<file path="config.mk">
export PLATFORM = sky130hd
export DESIGN_NAME = router_fifo_pkt_flat
export DESIGN_NICKNAME = d
export VERILOG_FILES = /design/src/rtl/router_pkg.sv /design/src/rtl/router_fifo_pkt_if.sv /design/src/rtl/router_fifo_pkt.sv /design/src/flat_wrapper.sv
export SDC_FILE = /design/constraint.sdc
export NUM_CORES = 1
export LEC_CHECK = 0
export CAP_MARGIN = 0
export CORE_MARGIN = 5
export CORE_UTILIZATION = 59
export CTS_CLUSTER_DIAMETER = 30
export DETAILED_ROUTE_END_ITERATION = 8
export PLACE_DENSITY = 0.86
export SLEW_MARGIN = 10
export SYNTH_ARGS = -nofsm -noshare
export SYNTH_HDL_FRONTEND = slang
export SYNTH_SLANG_ARGS = --single-unit
</file>
<file path="constraint.sdc">
create_clock -name clock -period 7.1 [get_ports clock]
set_clock_uncertainty 0.2 [all_clocks]
set_input_delay 0.71 -clock clock [delete_from_list [all_inputs] [get_ports clock]]
set_output_delay 0.71 -clock clock [all_outputs]
set_load 0.05 [all_outputs]
</file>
<file path="src/rtl/router_pkg.sv">
// Shared router constants, the header-length extractor and the pop classification
// used by the per-destination packet FIFOs.
package router_pkg;

  localparam int ROUTER_DATA_WIDTH = 8;
  localparam int ROUTER_LEN_LSB    = 2;
  localparam int ROUTER_LEN_WIDTH  = 6;
  localparam int HDR_W_MAX         = 64;

  // What an accepted pop does to the packet tracker.
  typedef enum logic [1:0] {
    POP_NONE   = 2'd0,
    POP_HDR    = 2'd1,
    POP_BODY   = 2'd2,
    POP_ORPHAN = 2'd3
  } pop_kind_e;

  // Header length field, returned zero-extended; callers truncate to their field width.
  function automatic logic [HDR_W_MAX-1:0] hdr_len(input logic [HDR_W_MAX-1:0] word,
                                                   input int lsb,
                                                   input int width);
    return (word >> lsb) & ((HDR_W_MAX'(1) << width) - HDR_W_MAX'(1));
  endfunction

endpackage

</file>
<file path="src/rtl/router_fifo_pkt_if.sv">
// Handshake and status bundle between a router core and one packet FIFO.
interface router_fifo_pkt_if
  import router_pkg::*;
#(
  parameter int DATA_WIDTH = ROUTER_DATA_WIDTH,
  parameter int DEPTH      = 16
);

  localparam int CW = $clog2(DEPTH) + 1;

  logic                  write_enb;
  logic                  sof;
  logic [DATA_WIDTH-1:0] data_in;
  logic                  read_enb;
  logic [DATA_WIDTH-1:0] data_out;
  logic                  data_valid;
  logic                  full;
  logic                  empty;
  logic                  almost_full;
  logic [CW-1:0]         count;
  logic                  pkt_active;
  logic                  pkt_done;
  logic                  framing_err;

  modport master (
    output write_enb, sof, data_in, read_enb,
    input  data_out, data_valid, full, empty, almost_full, count,
           pkt_active, pkt_done, framing_err
  );

  modport slave (
    input  write_enb, sof, data_in, read_enb,
    output data_out, data_valid, full, empty, almost_full, count,
           pkt_active, pkt_done, framing_err
  );

endinterface

</file>
<file path="src/rtl/router_fifo_pkt.sv">
// Packet-aware synchronous FIFO: stores {sof, data} per entry and tracks the
// remaining length of the packet being drained, flagging framing errors.
module router_fifo_pkt
  import router_pkg::*;
#(
  parameter int DATA_WIDTH = ROUTER_DATA_WIDTH,
  parameter int DEPTH      = 16,
  parameter int LEN_LSB    = ROUTER_LEN_LSB,
  parameter int LEN_WIDTH  = ROUTER_LEN_WIDTH,
  parameter int AF_MARGIN  = 2
) (
  input  logic                    clock,
  input  logic                    reset,
  input  logic                    soft_reset,
  router_fifo_pkt_if.slave        bus
);

  localparam int AW = $clog2(DEPTH);
  localparam int PW = AW + 1;
  localparam int FW = PW + 1;
  localparam int RW = LEN_WIDTH + 1;
  localparam int EW = DATA_WIDTH + 1;

  logic [EW-1:0]         mem_q [DEPTH];
  logic [PW-1:0]         wr_ptr_q, wr_ptr_d;
  logic [PW-1:0]         rd_ptr_q, rd_ptr_d;
  logic [RW-1:0]         remaining_q, remaining_d;
  logic [DATA_WIDTH-1:0] data_out_q, data_out_d;
  logic                  data_valid_q, data_valid_d;
  logic                  pkt_done_q, pkt_done_d;
  logic                  framing_err_q, framing_err_d;

  logic                  clr;
  logic                  full_w, empty_w, push, pop;
  logic [PW-1:0]         count_w;
  logic [FW-1:0]         free_w;
  logic [EW-1:0]         rd_word;
  pop_kind_e             pop_kind;

  assign clr = reset | soft_reset;

  // Occupancy comes straight from the wrap-extended pointers.
  assign count_w = wr_ptr_q - rd_ptr_q;
  assign full_w  = (wr_ptr_q[AW] != rd_ptr_q[AW]) && (wr_ptr_q[AW-1:0] == rd_ptr_q[AW-1:0]);
  assign empty_w = (wr_ptr_q == rd_ptr_q);
  assign free_w  = FW'(DEPTH) - {1'b0, count_w};

  assign push    = bus.write_enb & ~full_w;
  assign pop     = bus.read_enb & ~empty_w;
  assign rd_word = mem_q[rd_ptr_q[AW-1:0]];

  always_comb begin
    pop_kind = POP_NONE;
    if (pop) begin
      if (rd_word[DATA_WIDTH])    pop_kind = POP_HDR;
      else if (remaining_q != '0) pop_kind = POP_BODY;
      else                        pop_kind = POP_ORPHAN;
    end
  end

  always_comb begin
    wr_ptr_d      = wr_ptr_q;
    rd_ptr_d      = rd_ptr_q;
    data_out_d    = data_out_q;
    data_valid_d  = 1'b0;
    remaining_d   = remaining_q;
    pkt_done_d    = 1'b0;
    framing_err_d = framing_err_q;

    if (push) wr_ptr_d = wr_ptr_q + PW'(1);
    if (pop) begin
      rd_ptr_d     = rd_ptr_q + PW'(1);
      data_out_d   = rd_word[DATA_WIDTH-1:0];
      data_valid_d = 1'b1;
    end

    // The +1 on a header reload accounts for the trailing parity word.
    unique case (pop_kind)
      POP_HDR: begin
        remaining_d = RW'(hdr_len(HDR_W_MAX'(rd_word[DATA_WIDTH-1:0]), LEN_LSB, LEN_WIDTH))
                      + RW'(1);
        if (remaining_q != '0) framing_err_d = 1'b1;
      end
      POP_BODY: begin
        remaining_d = remaining_q - RW'(1);
        pkt_done_d  = (remaining_q == RW'(1));
      end
      POP_ORPHAN: framing_err_d = 1'b1;
      default: ;
    endcase
  end

  always_ff @(posedge clock) begin
    if (clr) begin
      wr_ptr_q      <= '0;
      rd_ptr_q      <= '0;
      remaining_q   <= '0;
      data_out_q    <= '0;
      data_valid_q  <= 1'b0;
      pkt_done_q    <= 1'b0;
      framing_err_q <= 1'b0;
    end else begin
      wr_ptr_q      <= wr_ptr_d;
      rd_ptr_q      <= rd_ptr_d;
      remaining_q   <= remaining_d;
      data_out_q    <= data_out_d;
      data_valid_q  <= data_valid_d;
      pkt_done_q    <= pkt_done_d;
      framing_err_q <= framing_err_d;
    end
  end

  always_ff @(posedge clock) begin
    if (push) mem_q[wr_ptr_q[AW-1:0]] <= {bus.sof, bus.data_in};
  end

  assign bus.data_out    = data_out_q;
  assign bus.data_valid  = data_valid_q;
  assign bus.full        = full_w;
  assign bus.empty       = empty_w;
  assign bus.almost_full = (free_w <= FW'(AF_MARGIN));
  assign bus.count       = count_w;
  assign bus.pkt_active  = (remaining_q != '0);
  assign bus.pkt_done    = pkt_done_q;
  assign bus.framing_err = framing_err_q;

endmodule

</file>
<file path="src/flat_wrapper.sv">
// flat-port wrapper written by rule: the top's interface ports become plain ports
module router_fifo_pkt_flat import router_pkg::*;
#(
  parameter int DATA_WIDTH = ROUTER_DATA_WIDTH,
  parameter int DEPTH      = 16,
  parameter int LEN_LSB    = ROUTER_LEN_LSB,
  parameter int LEN_WIDTH  = ROUTER_LEN_WIDTH,
  parameter int AF_MARGIN  = 2
)
  (clock, reset, soft_reset, bus_write_enb, bus_sof, bus_data_in, bus_read_enb, bus_data_out, bus_data_valid, bus_full, bus_empty, bus_almost_full, bus_count, bus_pkt_active, bus_pkt_done, bus_framing_err);
  router_fifo_pkt_if #(.DATA_WIDTH(DATA_WIDTH), .DEPTH(DEPTH)) bus_i ();
  input  logic clock;
  input  logic reset;
  input  logic soft_reset;
  input wire logic [$bits(bus_i.write_enb)-1:0] bus_write_enb;
  input wire logic [$bits(bus_i.sof)-1:0] bus_sof;
  input wire logic [$bits(bus_i.data_in)-1:0] bus_data_in;
  input wire logic [$bits(bus_i.read_enb)-1:0] bus_read_enb;
  output wire logic [$bits(bus_i.data_out)-1:0] bus_data_out;
  output wire logic [$bits(bus_i.data_valid)-1:0] bus_data_valid;
  output wire logic [$bits(bus_i.full)-1:0] bus_full;
  output wire logic [$bits(bus_i.empty)-1:0] bus_empty;
  output wire logic [$bits(bus_i.almost_full)-1:0] bus_almost_full;
  output wire logic [$bits(bus_i.count)-1:0] bus_count;
  output wire logic [$bits(bus_i.pkt_active)-1:0] bus_pkt_active;
  output wire logic [$bits(bus_i.pkt_done)-1:0] bus_pkt_done;
  output wire logic [$bits(bus_i.framing_err)-1:0] bus_framing_err;
  assign bus_i.write_enb = bus_write_enb;
  assign bus_i.sof = bus_sof;
  assign bus_i.data_in = bus_data_in;
  assign bus_i.read_enb = bus_read_enb;
  assign bus_data_out = bus_i.data_out;
  assign bus_data_valid = bus_i.data_valid;
  assign bus_full = bus_i.full;
  assign bus_empty = bus_i.empty;
  assign bus_almost_full = bus_i.almost_full;
  assign bus_count = bus_i.count;
  assign bus_pkt_active = bus_i.pkt_active;
  assign bus_pkt_done = bus_i.pkt_done;
  assign bus_framing_err = bus_i.framing_err;
  router_fifo_pkt #(.DATA_WIDTH(DATA_WIDTH), .DEPTH(DEPTH), .LEN_LSB(LEN_LSB), .LEN_WIDTH(LEN_WIDTH), .AF_MARGIN(AF_MARGIN)) u_core (.clock(clock), .reset(reset), .soft_reset(soft_reset), .bus(bus_i));
endmodule
</file>
# Yosys cells after proc, flatten, opt, wreduce, memory -nomap -nowiden
# Memory sizes are Yosys's and may differ from the RTL's. A register that Yosys moved wholly into a read port is not among the register bits.
# Cells that the tools add are included.
# op_classes
add_sub_neg,6
n_mux,11
n_bitwise,6
magnitude_cmp,1
n_div,0
mul,0
reduce_logical,6
eq_ne,8
shift,0
# ops
cell,n
one-hot mux 7 bit (2 select lines),1
"adder 5 x 1 -> 5 bit, second input constant",2
2-to-1 mux 4 bit,2
"adder 6 x 1 -> 7 bit, second input constant",1
"== test 7 x 1 -> 1 bit, second input constant",1
nonzero test 7 bit,1
"subtractor 7 x 1 -> 7 bit, second input constant",1
"<= comparator 6 x 2 -> 1 bit, second input constant",1
"subtractor 5 x 5 -> 6 bit, first input constant",1
== test 5 bit,1
2-to-1 mux 1 bit,5
subtractor 5 bit,1
"== test 2 bit, second input constant",2
== test 4 bit,1
2-to-1 mux 2 bit,2
nonzero test 2 bit,2
inverter 1 bit,3
AND 1 bit,2
"== test 2 x 1 -> 1 bit, second input constant",1
"inequality test 2 bit, second input constant",1
one-hot mux 1 bit (2 select lines),1
AND reduction 2 bit,1
OR reduction 2 bit,1
logical AND 1 bit,1
2 further kinds,2
# totals
register_bits,28
mem_bits_ro,0
latchBits,0
n_memories,1
inputBits,14
wordCells,46
ramBits,144
# mem_list
name,words,word_bits,rd,rd_clocked_by_memory_dff,wr,line,source
u_core.mem_q,16,9,1,1,1,router_fifo_pkt.sv:24,logic [EW-1:0] mem_q [DEPTH];

# Logic depth before layout (Yosys ltp)
# depth
ltp_word,7
mapped_depth,9
ltp_nobuf,9

# Worst setup path before layout
# OpenSTA, ideal clock, no wires.
# synth_timing
path_type,reg2out
startpoint,register u_core.wr_ptr_q[0]
endpoint,output bus_almost_full
path_stages_with_launch,10
path_buffers,0
required_ps,6190
setup_slack_ps,3162
t_arrival_ps,3028
path_cell_list,dfxtp_1 -> inv_1 -> ha_1 -> fa_1 -> nor2b_1 -> o21ai_0 -> a21oi_1 -> nor2_1 -> or4b_1 -> a21oi_1
# synth_via
elab_chain_len,3
# synth_rtl
element,line,source
"start, declared",router_fifo_pkt.sv:25,"logic [PW-1:0] wr_ptr_q, wr_ptr_d;"
"start signal, assigned",router_fifo_pkt.sv:103,wr_ptr_q <= wr_ptr_d;
subtractor 5 bit,router_fifo_pkt.sv:43,assign count_w = wr_ptr_q - rd_ptr_q;
via bus_count[4],flat_wrapper.sv:24,output wire logic [$bits(bus_i.count)-1:0] bus_count;
subtractor 5 x 5 -> 6 bit,router_fifo_pkt.sv:46,"assign free_w = FW'(DEPTH) - {1'b0, count_w};"
<= comparator 6 x 2 -> 1 bit,router_fifo_pkt.sv:121,assign bus.almost_full = (free_w <= FW'(AF_MARGIN));
"end, declared",flat_wrapper.sv:23,output wire logic [$bits(bus_i.almost_full)-1:0] bus_almost_full;
# The timed path passes the listed nets, and every way through them passes these cells.

# Worst setup path after layout
# layout_timing
startpoint,register u_core.wr_ptr_q[0]
endpoint,output bus_almost_full
# layout_via
elab_chain_len,3
# layout_rtl
element,line
subtractor 5 bit,router_fifo_pkt.sv:43
subtractor 5 x 5 -> 6 bit,router_fifo_pkt.sv:46
<= comparator 6 x 2 -> 1 bit,router_fifo_pkt.sv:121
# Every way passes these cells.

==> summary.txt <==
Synth-to-Final Area Change: 13.9%
setup violators final: 0
Setup TNS: 0 ps
core footprint: 0.0121 mm2
Starting Density: 60.2%
post-synthesis net count: 472
WL per Instance: 21.9 um
row count: 40
WS Path Type: flip-flop to primary output
CP peak stage delay: 810 ps
Static Leak: 2.68 nW
IO Pins: 34
antenna cells: 0
Max-slew headroom: 17.4%
post-synthesis cell type count: 56
number of fill cells: 777
Yosys warning count: 0
Synth area leaders: edfxtp_1 60%, mux4_2 12%, dfxtp_1 8.8%
post-DR vias/cell: 6.07
Critical Path RT: 6190 ps
largest net degree at the start of global routing: 36
#FFs+latches synth: 176
cells along the critical path: inv_1, ha_1, fa_1, nor2b_1, o21ai_0, a21oi_1, nor2_1, or4b_1, a21oi_1, clkdlybuf4s50_1
routability congestion estimate: 0.828
sequential-to-total area share from yosys stat: 68.4%
area of the die: 0.0146 mm2
dominant cell type by area after synthesis: edfxtp_1
DRC: 0
vias in the first global route: 4097
Post-CTS Setup Inserts: 0
H-tree Lvls: 4
clock root cell: clkbuf_16
CTS Buf Count: 17
GRT Util Overall: 21.3%
unrepaired setup endpoints after global routing: false
Resized Gates After CTS: 0
clock sink count: 176
first drt pass iteration count: 4
most frequent cell after synthesis: edfxtp_1
IO buf count: 33
fin area: 0.00827 mm2
Final nets: 511
crit path DAT: 3650 ps
CTS tree: built
Placed Area: 0.00775 mm2
crit share post-route: 64.3%
Final Critical Period: 4560 ps
first-pass GRT wire length: 22700 um
chip height: 121 um
critical path's slowest cell: clkdlybuf4s50_1
Routed WL: 14500 um
Slew Viols, Final: 0
DP HPWL: 9250 um
share of the synthesized area in the top cell type: 59.5%
top_reg_cell synth: edfxtp_1
Peak supply drop: 0.216 mV
max cap viols: 0
Critical Path Source Type: flip-flop
Routed Antenna Nets: 0
Final Hold Viols: 0
share of cells above drive strength 1: 16.2%
CTS max path bufs: 2
worst skew pair latency: 420 ps
Synth top cells by count: 144 x edfxtp_1, 39 x mux4_2, 35 x nor2_1
CP Capture Type: primary output
pwr/cell area: 248 mW/mm2
Max Clk Rate: 0.219 GHz
cts hold-fix bufs: 0
Post-Syn Area: 0.00726 mm2
via count: 4019
CTS clock-pin slew for the worst setup and hold paths: 60 ps
outcome: finished, final reports clean
antenna violations before repair: 0
GRT overflow: 0
average size of a mapped cell: 16.4 um2
crit-path max FO: 5
number of synthesized flops with an enable pin: 144
kind of path behind the tightest hold check: flip-flop to flip-flop
Syn Inst Count: 443
CP most frequent cell: a21oi_1
Die Width: 121 um
Synth async-reset ratio: 0%
Initial DRC Count: 393
worst-margin pin slew: 1230 ps
## critical path: cells and delay by family, from the launching register on
kind | cells | cell delay (ps)
simple gates | 3 | 750
buf+inv | 2 | 920
compound gates | 3 | 500
flops | 1 | 420
fa+ha+maj | 2 | 630
## where the power goes
| part | internal [mW] | switching [mW] | total, mW |
|---|---|---|---|
| logic | 0.0371 | 0.0613 | 0.0983 |
| clock network | 0.448 | 0.380 | 0.828 |
| registers | 1.12 | 0.00469 | 1.13 |
## cell type report
cell class	count	area (um2)	share of cell area, %
flip-flops and latches	176	4970	60.0
multi-input cells	235	2150	26.0
clock buffers	19	433	5.23
repair buffers	39	375	4.54
well taps	168	210	2.54
clock inverters	12	87.6	1.06
inverters	13	48.8	0.590
## final timing paths
| check | startpoint | endpoint | slack (ps) | cells after the start |
|---|---|---|---|---|
| max reg2reg | flip-flop | u_core.remaining_q[5]$_SDFFE_PP0P_ | 3650 | 7 |
| max | u_core.wr_ptr_q[0]$_SDFFE_PP0P_ | bus_almost_full | 2540 | 10 |
| min reg2reg | u_core.bus.data_out[1]$_SDFFE_PP0P_ | u_core.bus.data_out[1]$_SDFFE_PP0P_ | 260 | 2 |
| min | u_core.bus.data_out[1]$_SDFFE_PP0P_ | u_core.bus.data_out[1]$_SDFFE_PP0P_ | 260 | 2 |
## per-layer routing
metal	up-vias	share of wire, %	GRT usage [%]
met4	0	2.4	8.07
met2	116	52	34.8
met1	2080	41	27.7
li1	1802	-	-
met5	-	0	0
met3	21	5.1	5.27
## cells in the final DEF, fill, tap and decap left out, types with 7 or more instances in the layout
cell type,n
nor2b_1,9
dfxtp_1,31
a22oi_1,8
ha_1,14
nor2_1,35
a21oi_1,19
inv_1,12
edfxtp_1,144
nand2_1,30
mux4_2,39
clkbuf_16,17
clkdlybuf4s50_1,33
xor2_1,7
## sequential cells by signal, summed over array words and instances, names as in the netlist, named ones only
signal                  count
u_core.bus.data_out         8
u_core.bus.framing_err      1
u_core.bus.data_valid       1
u_core.bus.pkt_done         1
u_core.mem_q              144
u_core.rd_ptr_q             5
u_core.wr_ptr_q             5
u_core.remaining_q          7
## per-stage QoR
| stage | cells | util (%) | total power, mW | worst slack (ps) | hold WS (ps) |
|---|---|---|---|---|---|
| final | 662 | 68.6 | 2.05 | 2540 | 256 |
| after detailed placement | 631 | 64.3 | 1.25 | 3020 | 247 |
| after global placement | 631 | 64.3 | 1.24 | 3150 | 242 |
| after global routing | 662 | 68.6 | 2.12 | 2350 | 273 |
| after floorplan | 443 | - | 1.21 | 3160 | 260 |
| after CTS | 662 | 68.6 | 2.06 | 2560 | 255 |
## cells by family (layout without fill, tap and decap cells)
kind of cell	Yosys count	after routing	synth area share [%]
flip-flops	176	176	68.4
AND/OR/NAND/NOR	107	107	7.10
AO/OA/AOI/OAI	55	55	5.10
multiplexers	47	47	13.4
buffers and inverters	32	83	1.98
adder cells (fa/ha/maj)	15	15	2.69
XOR/XNOR	11	11	1.33
No activity file was read; power rests on OpenSTA's default activity.
